==> src/rtl/wb_dev_bridge.sv <==
// ============================================================================
// Module  : wb_dev_bridge
// Purpose : Registered Wishbone bridge from one crossbar device port to a
//           single peripheral. It re-times the request and response paths and
//           turns a hung peripheral into a bus error after TIMEOUT cycles.
// Option  : define WBBRIDGE_TIMEOUT_STATUS_EN to add the to_count status port.
// Revision: 1.0 - initial release
// ============================================================================
`timescale 1ns/1ps
`default_nettype none

module wb_dev_bridge #(
    parameter int DAW     = 24,
    parameter int DW      = 32,
    parameter int SW      = DW / 8,
    parameter int TIMEOUT = 255
) (
    input  logic           clk,
    input  logic           rst,
    input  logic           wb_up_cyc,
    input  logic           wb_up_stb,
    input  logic           wb_up_we,
    input  logic [DAW-1:0] wb_up_addr,
    input  logic [DW-1:0]  wb_up_wdata,
    input  logic [SW-1:0]  wb_up_sel,
    output logic           wb_up_ack,
    output logic           wb_up_err,
    output logic [DW-1:0]  wb_up_rdata,
    output logic           wb_dn_cyc,
    output logic           wb_dn_stb,
    output logic           wb_dn_we,
    output logic [DAW-1:0] wb_dn_addr,
    output logic [DW-1:0]  wb_dn_wdata,
    output logic [SW-1:0]  wb_dn_sel,
    input  logic           wb_dn_ack,
    input  logic           wb_dn_err,
    input  logic [DW-1:0]  wb_dn_rdata
`ifdef WBBRIDGE_TIMEOUT_STATUS_EN
    ,
    output logic [15:0]    to_count
`endif
);

    localparam int WW = (TIMEOUT > 0) ? $clog2(TIMEOUT + 1) : 1;
    localparam logic [WW-1:0] c_wait_last = WW'((TIMEOUT > 0) ? (TIMEOUT - 1) : 0);

    typedef enum logic [1:0] {
        IDLE = 2'd0,
        REQ  = 2'd1,
        RESP = 2'd2
    } state_t;

    state_t          state_q;
    logic            dn_cyc_q;
    logic            we_q;
    logic [DAW-1:0]  addr_q;
    logic [DW-1:0]   wdata_q;
    logic [SW-1:0]   sel_q;
    logic            up_ack_q;
    logic            up_err_q;
    logic [DW-1:0]   rdata_q;
    logic [WW-1:0]   wait_q;
    logic [WW-1:0]   wait_d;
    logic            timeout_d;

    assign wait_d    = wait_q + WW'(1);
    assign timeout_d = (TIMEOUT != 0) && (wait_q == c_wait_last);

`ifdef WBBRIDGE_TIMEOUT_STATUS_EN
    logic [15:0] to_cnt_q;

    always_ff @(posedge clk or negedge rst) begin
        if (!rst) begin
            to_cnt_q <= 16'h0000;
        end else if (state_q == REQ && wb_up_cyc && !wb_dn_ack && !wb_dn_err
                     && timeout_d && to_cnt_q != 16'hFFFF) begin
            to_cnt_q <= to_cnt_q + 16'd1;
        end
    end

    assign to_count = to_cnt_q;
`endif

    always_ff @(posedge clk or negedge rst) begin
        if (!rst) begin
            state_q  <= IDLE;
            dn_cyc_q <= 1'b0;
            we_q     <= 1'b0;
            addr_q   <= '0;
            wdata_q  <= '0;
            sel_q    <= '0;
            up_ack_q <= 1'b0;
            up_err_q <= 1'b0;
            rdata_q  <= '0;
            wait_q   <= '0;
        end else begin
            up_ack_q <= 1'b0;
            up_err_q <= 1'b0;
            case (state_q)
                IDLE: begin
                    // Stray peripheral responses here belong to an aborted cycle.
                    if (wb_up_cyc && wb_up_stb) begin
                        we_q     <= wb_up_we;
                        addr_q   <= wb_up_addr;
                        wdata_q  <= wb_up_wdata;
                        sel_q    <= wb_up_sel;
                        dn_cyc_q <= 1'b1;
                        wait_q   <= '0;
                        state_q  <= REQ;
                    end
                end
                REQ: begin
                    if (!wb_up_cyc) begin
                        dn_cyc_q <= 1'b0;
                        state_q  <= IDLE;
                    end else if (wb_dn_ack) begin
                        rdata_q  <= wb_dn_rdata;
                        up_ack_q <= 1'b1;
                        dn_cyc_q <= 1'b0;
                        state_q  <= RESP;
                    end else if (wb_dn_err || timeout_d) begin
                        rdata_q  <= '0;
                        up_err_q <= 1'b1;
                        dn_cyc_q <= 1'b0;
                        state_q  <= RESP;
                    end else begin
                        wait_q   <= wait_d;
                    end
                end
                RESP: begin
                    state_q <= IDLE;
                end
                default: begin
                    dn_cyc_q <= 1'b0;
                    state_q  <= IDLE;
                end
            endcase
        end
    end

    assign wb_dn_cyc   = dn_cyc_q;
    assign wb_dn_stb   = dn_cyc_q;
    assign wb_dn_we    = we_q;
    assign wb_dn_addr  = addr_q;
    assign wb_dn_wdata = wdata_q;
    assign wb_dn_sel   = sel_q;
    assign wb_up_ack   = up_ack_q;
    assign wb_up_err   = up_err_q;
    assign wb_up_rdata = rdata_q;

endmodule

`default_nettype wire

==> config.mk <==
export PLATFORM = sky130hd
export DESIGN_NAME = wb_dev_bridge
export DESIGN_NICKNAME = d
export VERILOG_FILES = /design/src/rtl/wb_dev_bridge.sv
export SDC_FILE = /design/constraint.sdc
export NUM_CORES = 1
export LEC_CHECK = 0
export ABC_AREA = 1
export ABC_CLOCK_PERIOD_IN_PS = 2000
export CAP_MARGIN = 10
export CORE_ASPECT_RATIO = 1.2
export CORE_MARGIN = 3
export CORE_UTILIZATION = 42
export CTS_CLUSTER_SIZE = 40
export DETAILED_ROUTE_END_ITERATION = 10
export HOLD_SLACK_MARGIN = 0.15
export PLACE_DENSITY_LB_ADDON = 0.05
export SKIP_LAST_GASP = 1
export SYNTH_ARGS = -nofsm -noshare
export SYNTH_HDL_FRONTEND = slang
export SYNTH_SLANG_ARGS = --single-unit
==> constraint.sdc <==
create_clock -name clk -period 2 [get_ports clk]
set_clock_uncertainty 0.1 [all_clocks]
set_input_delay 0.5 -clock clk [delete_from_list [all_inputs] [get_ports clk]]
set_output_delay 0.5 -clock clk [all_outputs]
set_load 0.05 [all_outputs]
# --- Yosys cells after proc, flatten, opt, wreduce, memory -nomap -nowiden ---
# Cells that the tools add are included.
totals:
  inputBits: 99
  output_inout_bits: 97
  regBits: 106
  wordCells: 54
classes:
  eq_ne: 8
  add_sub_neg: 1
  n_bitwise: 1
  n_mux: 24
  reduce_logical: 10
op_table:
  columns: ["cell", "count"]
  rows:
  - ["32-bit 2-to-1 mux", 2]
  - ["8-bit 2-to-1 mux", 4]
  - ["8-bit case mux with 2 select lines", 1]
  - ["1-bit 2-to-1 mux", 11]
  - ["8-bit by 1-bit adder with 8-bit output (second input constant)", 1]
  - ["8-bit equality test (second input constant)", 1]
  - ["2-bit 2-to-1 mux", 4]
  - ["2-bit inequality test (second input constant)", 4]
  - ["3-bit AND reduction", 2]
  - ["5-bit AND reduction", 1]
  - ["4-bit inequality test (second input constant)", 1]
  - ["2-bit case mux with 2 select lines", 1]
  - ["2-bit AND reduction", 2]
  - ["2-bit nonzero test", 2]
  - ["1-bit case mux with 3 select lines", 1]
  - ["2-bit by 1-bit equality test with 1-bit output (second input constant)", 1]
  - ["2-bit equality test (second input constant)", 1]
  - ["2-bit zero test", 1]
  - ["1-bit logical AND", 1]
  - ["1-bit logical OR", 1]
  - ["1-bit inverter", 1]

# --- Logic depth before layout (Yosys ltp) ---
depth:
  ltp_word: 6
  mapped_depth: 10
  depth_no_buf: 9

# --- Worst setup path before layout ---
# OpenSTA, ideal clock, no wires.
synth_timing:
  kind: "register -> output"
  start: "register dn_cyc_q (netlist: wb_dn_cyc)"
  end: "output port wb_dn_stb"
  setup_slack_ns: 0.496
  n_path_buf: 1
  required_time_ns: 1.400
  arrival_ns: 0.904
  stages_incl_launch_ff: 2
  path_cell_list: "dfrtp_1 > buf_4"
synth_rtl:
  columns: ["element", "line_no", "source"]
  rows:
  - ["start, declared", "54", "logic dn_cyc_q;"]
  - ["start signal, assigned", "87", "dn_cyc_q <= 1'b0;"]
  - ["start signal, assigned", "107", "dn_cyc_q <= 1'b1;"]
  - ["start signal, assigned", "114", "dn_cyc_q <= 1'b0;"]
  - ["end, declared", "30", "output logic wb_dn_stb,"]
# No word-level cell between the ends.

# --- Final worst setup path ---
layout_timing:
  start: "register wait_q[0]"
  end: "register rdata_q[2] (netlist: wb_up_rdata[2])"
layout_between:
  elab_chain_cells: 4
layout_rtl:
  columns: ["element", "line_no", "source"]
  rows:
  - ["start, declared", "62", "logic [WW-1:0] wait_q;"]
  - ["start signal, assigned", "127", "wait_q <= wait_d;"]
  - ["8-bit equality test", "67", "assign timeout_d = (TIMEOUT != 0) && (wait_q == c_wait_last);"]
  - ["1-bit logical OR", "121", "end else if (wb_dn_err || timeout_d) begin"]
  - ["2-bit nonzero test (no source line)", null, null]
  - ["3-bit AND reduction (no source line)", null, null]
  - ["end signal, assigned", "117", "rdata_q <= wb_dn_rdata;"]
  - ["end, declared", "61", "logic [DW-1:0] rdata_q;"]
# Every way passes these cells.
# A chain may end at the register's enable or synchronous reset.

==> flow_results.org <==
** Yosys
- Asr flop ratio synth :: 100%
- Post-synthesis sequential area ratio :: 59.8%
- Combinational family with the most area after synthesis :: simple AND/OR/NAND/NOR gates
- Each instance of the synthesized netlist takes up on average 9.04 µm².
- The synthesized design contains 0 enable-type register cells.
- Top cells by area in the synthesized netlist :: sky130_fd_sc_hd__dfrtp_1 (60%), sky130_fd_sc_hd__nand2_1 (15%), sky130_fd_sc_hd__o21ai_0 (6.8%)
- Measured against the total synthesized area, the mux share comes to 0%.
- Post-synthesis share of cell area spent on and, or, nand and nor gates :: roughly a fifth
- For this run, the leading register cell type out of synthesis is sky130_fd_sc_hd__dfrtp_1.
- Number of unique standard cell types used by synthesis :: 23
- Post-synthesis share of cell area spent on full adders, half adders and majority gates :: less than 1%
- Area fraction in compound gates after synthesis :: 7.28%
- The biggest area contributor in the post-synthesis netlist is sky130_fd_sc_hd__dfrtp_1.
- The synthesized netlist occupies a cell area of around 0.0044 mm².
- Number of register bits inferred by synthesis :: 106
- YS warnings :: 0
- Cells after synthesis :: 491
- Top cell type's share of synthesized area :: between 50% and 60%
- Post-synthesis xor/xnor area fraction :: less than 1%
- Synthesized net count :: 592

** Timing
- RSZ-0062 raised after global routing :: no
- Number of failing setup endpoints in the final timing report :: 0
- The tightest hold path in the finished design has a slack of 0.374 ns.
- The final hold violation count is 0.
- Final Critical Period :: 1.66 ns
- In the final timing run, aggregate negative setup slack is 0 ns.
- The final critical path takes up about 83% of the cycle.
- Worst Tran Pin Value :: 0.365 ns
- The count of pins over their slew limit was 0.
- Headroom to the max-slew limit :: 75.6%
- Timing would allow up to 0.604 GHz.

** Floorplan
- Die Span X :: about 100 µm
- Die area :: 0.0118 mm²
- For this configuration, the core starts out at a cell density of 43.7%.
- Overall die height :: 119 µm
- Floorplan row count :: 40
- Area inside the core boundary :: 0.0102 mm²
- Number of primary I/O pins :: around 200

** Min path
- The worst hold path terminates at wb_up_rdata[16]$_DFFE_PN0P_.
- Hold Crit Depth :: 2
- The worst hold path begins at wb_up_rdata[16]$_DFFE_PN0P_.
- Hold crit path type :: reg2reg

** GRT
- Pin count of the biggest net entering global routing :: between 50 and 60
- GRT overflow :: 0
- Overall fraction of global-route tracks in use :: 18.3%
- Number of global-route vias before repair :: 3522
- Wire length of the first global-routing pass :: 17300 µm
- Number of antenna violations at the first check in global routing :: 0

** Job
- Max-cap viol count :: 0

** Finish
- End-of-flow core utilization :: 64.3%
- Fill cell count :: 866
- Fraction of final layout cells sized beyond drive strength 1 :: between 20% and 30%
- Once layout is complete, the cells apart from fillers number 815.
- In the final layout, flip-flops and latches occupy about 0.0027 mm².
- Final nets :: 785
- The repair_antennas step left the layout with diodes totalling 0.
- Area of the multi-input gates :: 0.00130 mm²
- Compared with the post-synthesis result, the final layout area differs by 47.3%.

** Detailed routing
- Routed len/inst :: about 13 µm
- Antenna viol nets, final :: 0
- Final WL :: about 11000 µm
- For this block, the initial DRC count from the detailed router was about 110.
- Met2 wirelength from detailed routing :: 5240 µm
- DRC violation count after routing :: 0
- Top metal layer carrying routed signals :: met4
- The routed design uses ~970 µm of met3 wire.
- Detailed-routing wirelength on met1 :: 4280 µm
- Overall via count from detail_route :: 3608
- Number of detailed-route iterations in the first pass :: 4
- Via-to-Cell Ratio :: between 4 and 5

** Placed design
- In this run, placement finished with an instance count of between 700 and 800.
- Routability-driven placement congestion ratio :: 0.763
- Once detailed placement completed, the half-perimeter wirelength came to 7880 µm.
- Number of buffers inserted by port buffering :: 195

** Critical path
- Required time of the worst setup path :: around 2.1 ns
- R2r setup slk :: 0.34 ns
- Data on the critical path arrives at its endpoint at 1.78 ns.
- The worst setup path is launched from a flop.
- In this run the worst path has a maximum fanout of 33.
- The critical path starts at wait_q[0]$_DFFE_PN0P_.
- The endpoint identified for the worst register-to-register timing path is wb_up_rdata[2]$_DFFE_PN0P_.
- Counting cells, the worst reg-to-reg path comes to 9.
- Setup Crit Path Kind :: reg2reg
- The startpoint identified for the worst register-to-register timing path is wait_q[0]$_DFFE_PN0P_.
- Crit path capture type :: flop

** Clocking
- Insertion delay of the later-clocked pin in the worst-skew pair :: 0.33 ns
- Number of H-tree branching levels :: 3
- Resized cells post-CTS :: 0
- Post-CTS setup repair buffer count :: 0
- CTS Sinks :: 106
- Clock Pin Slew Worst Setup and Hold Paths :: ~0.07 ns
- CTS tree :: built
- Clock Tree Buf Depth :: 2
- CTS Root Buffer Type :: sky130_fd_sc_hd__clkbuf_16
- Buffers inserted during clock tree synthesis total 9.
- Buffers inserted to repair hold after CTS numbered 1.

** Outcome
- Status :: finished, final reports clean

** Power
- Static Leak :: ~3.5 nW
- IR drop worst, VDD :: between 0.4 and 0.5 mV
- In this run the power density over the cells is between 1000 and 1500 mW/mm².
==> cells in the final DEF (no fill, tap or decap), types with 8 or more instances in the layout <==
master / count
sky130_fd_sc_hd__o21ai_0: 60
sky130_fd_sc_hd__nor2_1: 8
sky130_fd_sc_hd__nand3_1: 11
sky130_fd_sc_hd__inv_1: 74
sky130_fd_sc_hd__nand2_1: 174
sky130_fd_sc_hd__nand2_2: 17
sky130_fd_sc_hd__buf_4: 101
sky130_fd_sc_hd__clkbuf_16: 9
sky130_fd_sc_hd__dfrtp_1: 106
sky130_fd_sc_hd__clkdlybuf4s50_1: 97
==> critical path: stages (launching register included) <==
cell	delay, ns
sky130_fd_sc_hd__dfrtp_1	0.42
sky130_fd_sc_hd__inv_1	0.12
sky130_fd_sc_hd__ha_1	0.17
sky130_fd_sc_hd__nand2_1	0.06
sky130_fd_sc_hd__nor2_2	0.10
sky130_fd_sc_hd__nand2_2	0.08
sky130_fd_sc_hd__nand3_2	0.08
sky130_fd_sc_hd__nand2_4	0.22
sky130_fd_sc_hd__nand2_1	0.13
sky130_fd_sc_hd__nand2_1	0.06
==> kinds of logic after synthesis <==
family,Yosys count
buffers and inverters,98
xor gates and xnor gates,2
AOI/OAI and AO/OA,64
DFF,106
adders and majority gates,2
and+or+nand+nor,219
==> routing by layer <==
layer,up-vias,GRT usage (%)
li1,1851,-
met1,1635,22.3
met2,114,29.6
met3,8,6.79
met4,0,6.58
met5,-,0
==> worst max-delay path by stage <==
stage | end | slack (ns) | depth (start not counted)
2_1_floorplan | wb_dn_stb | 0.50 | 1
6_report | wb_up_rdata[2]$_DFFE_PN0P_ | 0.34 | 9
3_3_place_gp | wb_up_rdata[6]$_DFFE_PN0P_ | 0.08 | 8
4_1_cts | wb_up_rdata[6]$_DFFE_PN0P_ | 0.34 | 9
3_5_place_dp | wb_up_rdata[6]$_DFFE_PN0P_ | 0.04 | 8
5_1_grt | wb_up_rdata[18]$_DFFE_PN0P_ | 0.15 | 9
==> cell type report <==
type	instances	share of cell area, %
tap	126	2.41
inverter	76	4.36
clock inverter	5	0.804
clock buffer	11	3.87
multi-input combinational	287	19.8
sequential	106	40.6
timing repair buffer	204	28.1
==> sequential cells by signal, summed over array words and instances (netlist names) <==
signal       cells
wb_up_ack        1
wb_dn_addr      24
wait_q           8
wb_dn_sel        4
wb_up_rdata     32
wb_dn_we         1
wb_up_err        1
wb_dn_wdata     32
wb_dn_cyc        1
state_q          2
==> metrics by stage <==
step	power, mW	area (µm²)	worst slack [ns]
final	7.24	6540	0.345
after detailed placement	5.53	6220	0.0442
after floorplan	4.50	4440	0.496
after global routing	7.60	6540	0.149
after CTS	7.33	6540	0.337
after global placement	5.49	6220	0.0799
==> synth_stat cells (2+ instances only) <==
cell,n
sky130_fd_sc_hd__nor2_4,2
sky130_fd_sc_hd__o21ai_0,60
sky130_fd_sc_hd__nand2_2,17
sky130_fd_sc_hd__nand2_1,174
sky130_fd_sc_hd__o21ai_1,2
sky130_fd_sc_hd__xor2_1,2
sky130_fd_sc_hd__nor2_1,8
sky130_fd_sc_hd__ha_1,2
sky130_fd_sc_hd__inv_1,74
sky130_fd_sc_hd__clkbuf_1,5
sky130_fd_sc_hd__nand3_1,11
sky130_fd_sc_hd__buf_6,15
sky130_fd_sc_hd__inv_2,2
sky130_fd_sc_hd__nand3_2,2
sky130_fd_sc_hd__dfrtp_1,106
sky130_fd_sc_hd__nor2_2,2
==> power breakdown <==
group          switching, mW  internal [mW]
logic                   1.87          0.838
clock network          0.749           1.03
registers              0.224           2.52
total                   2.85           4.40
(Power assumes the default switching activity.)
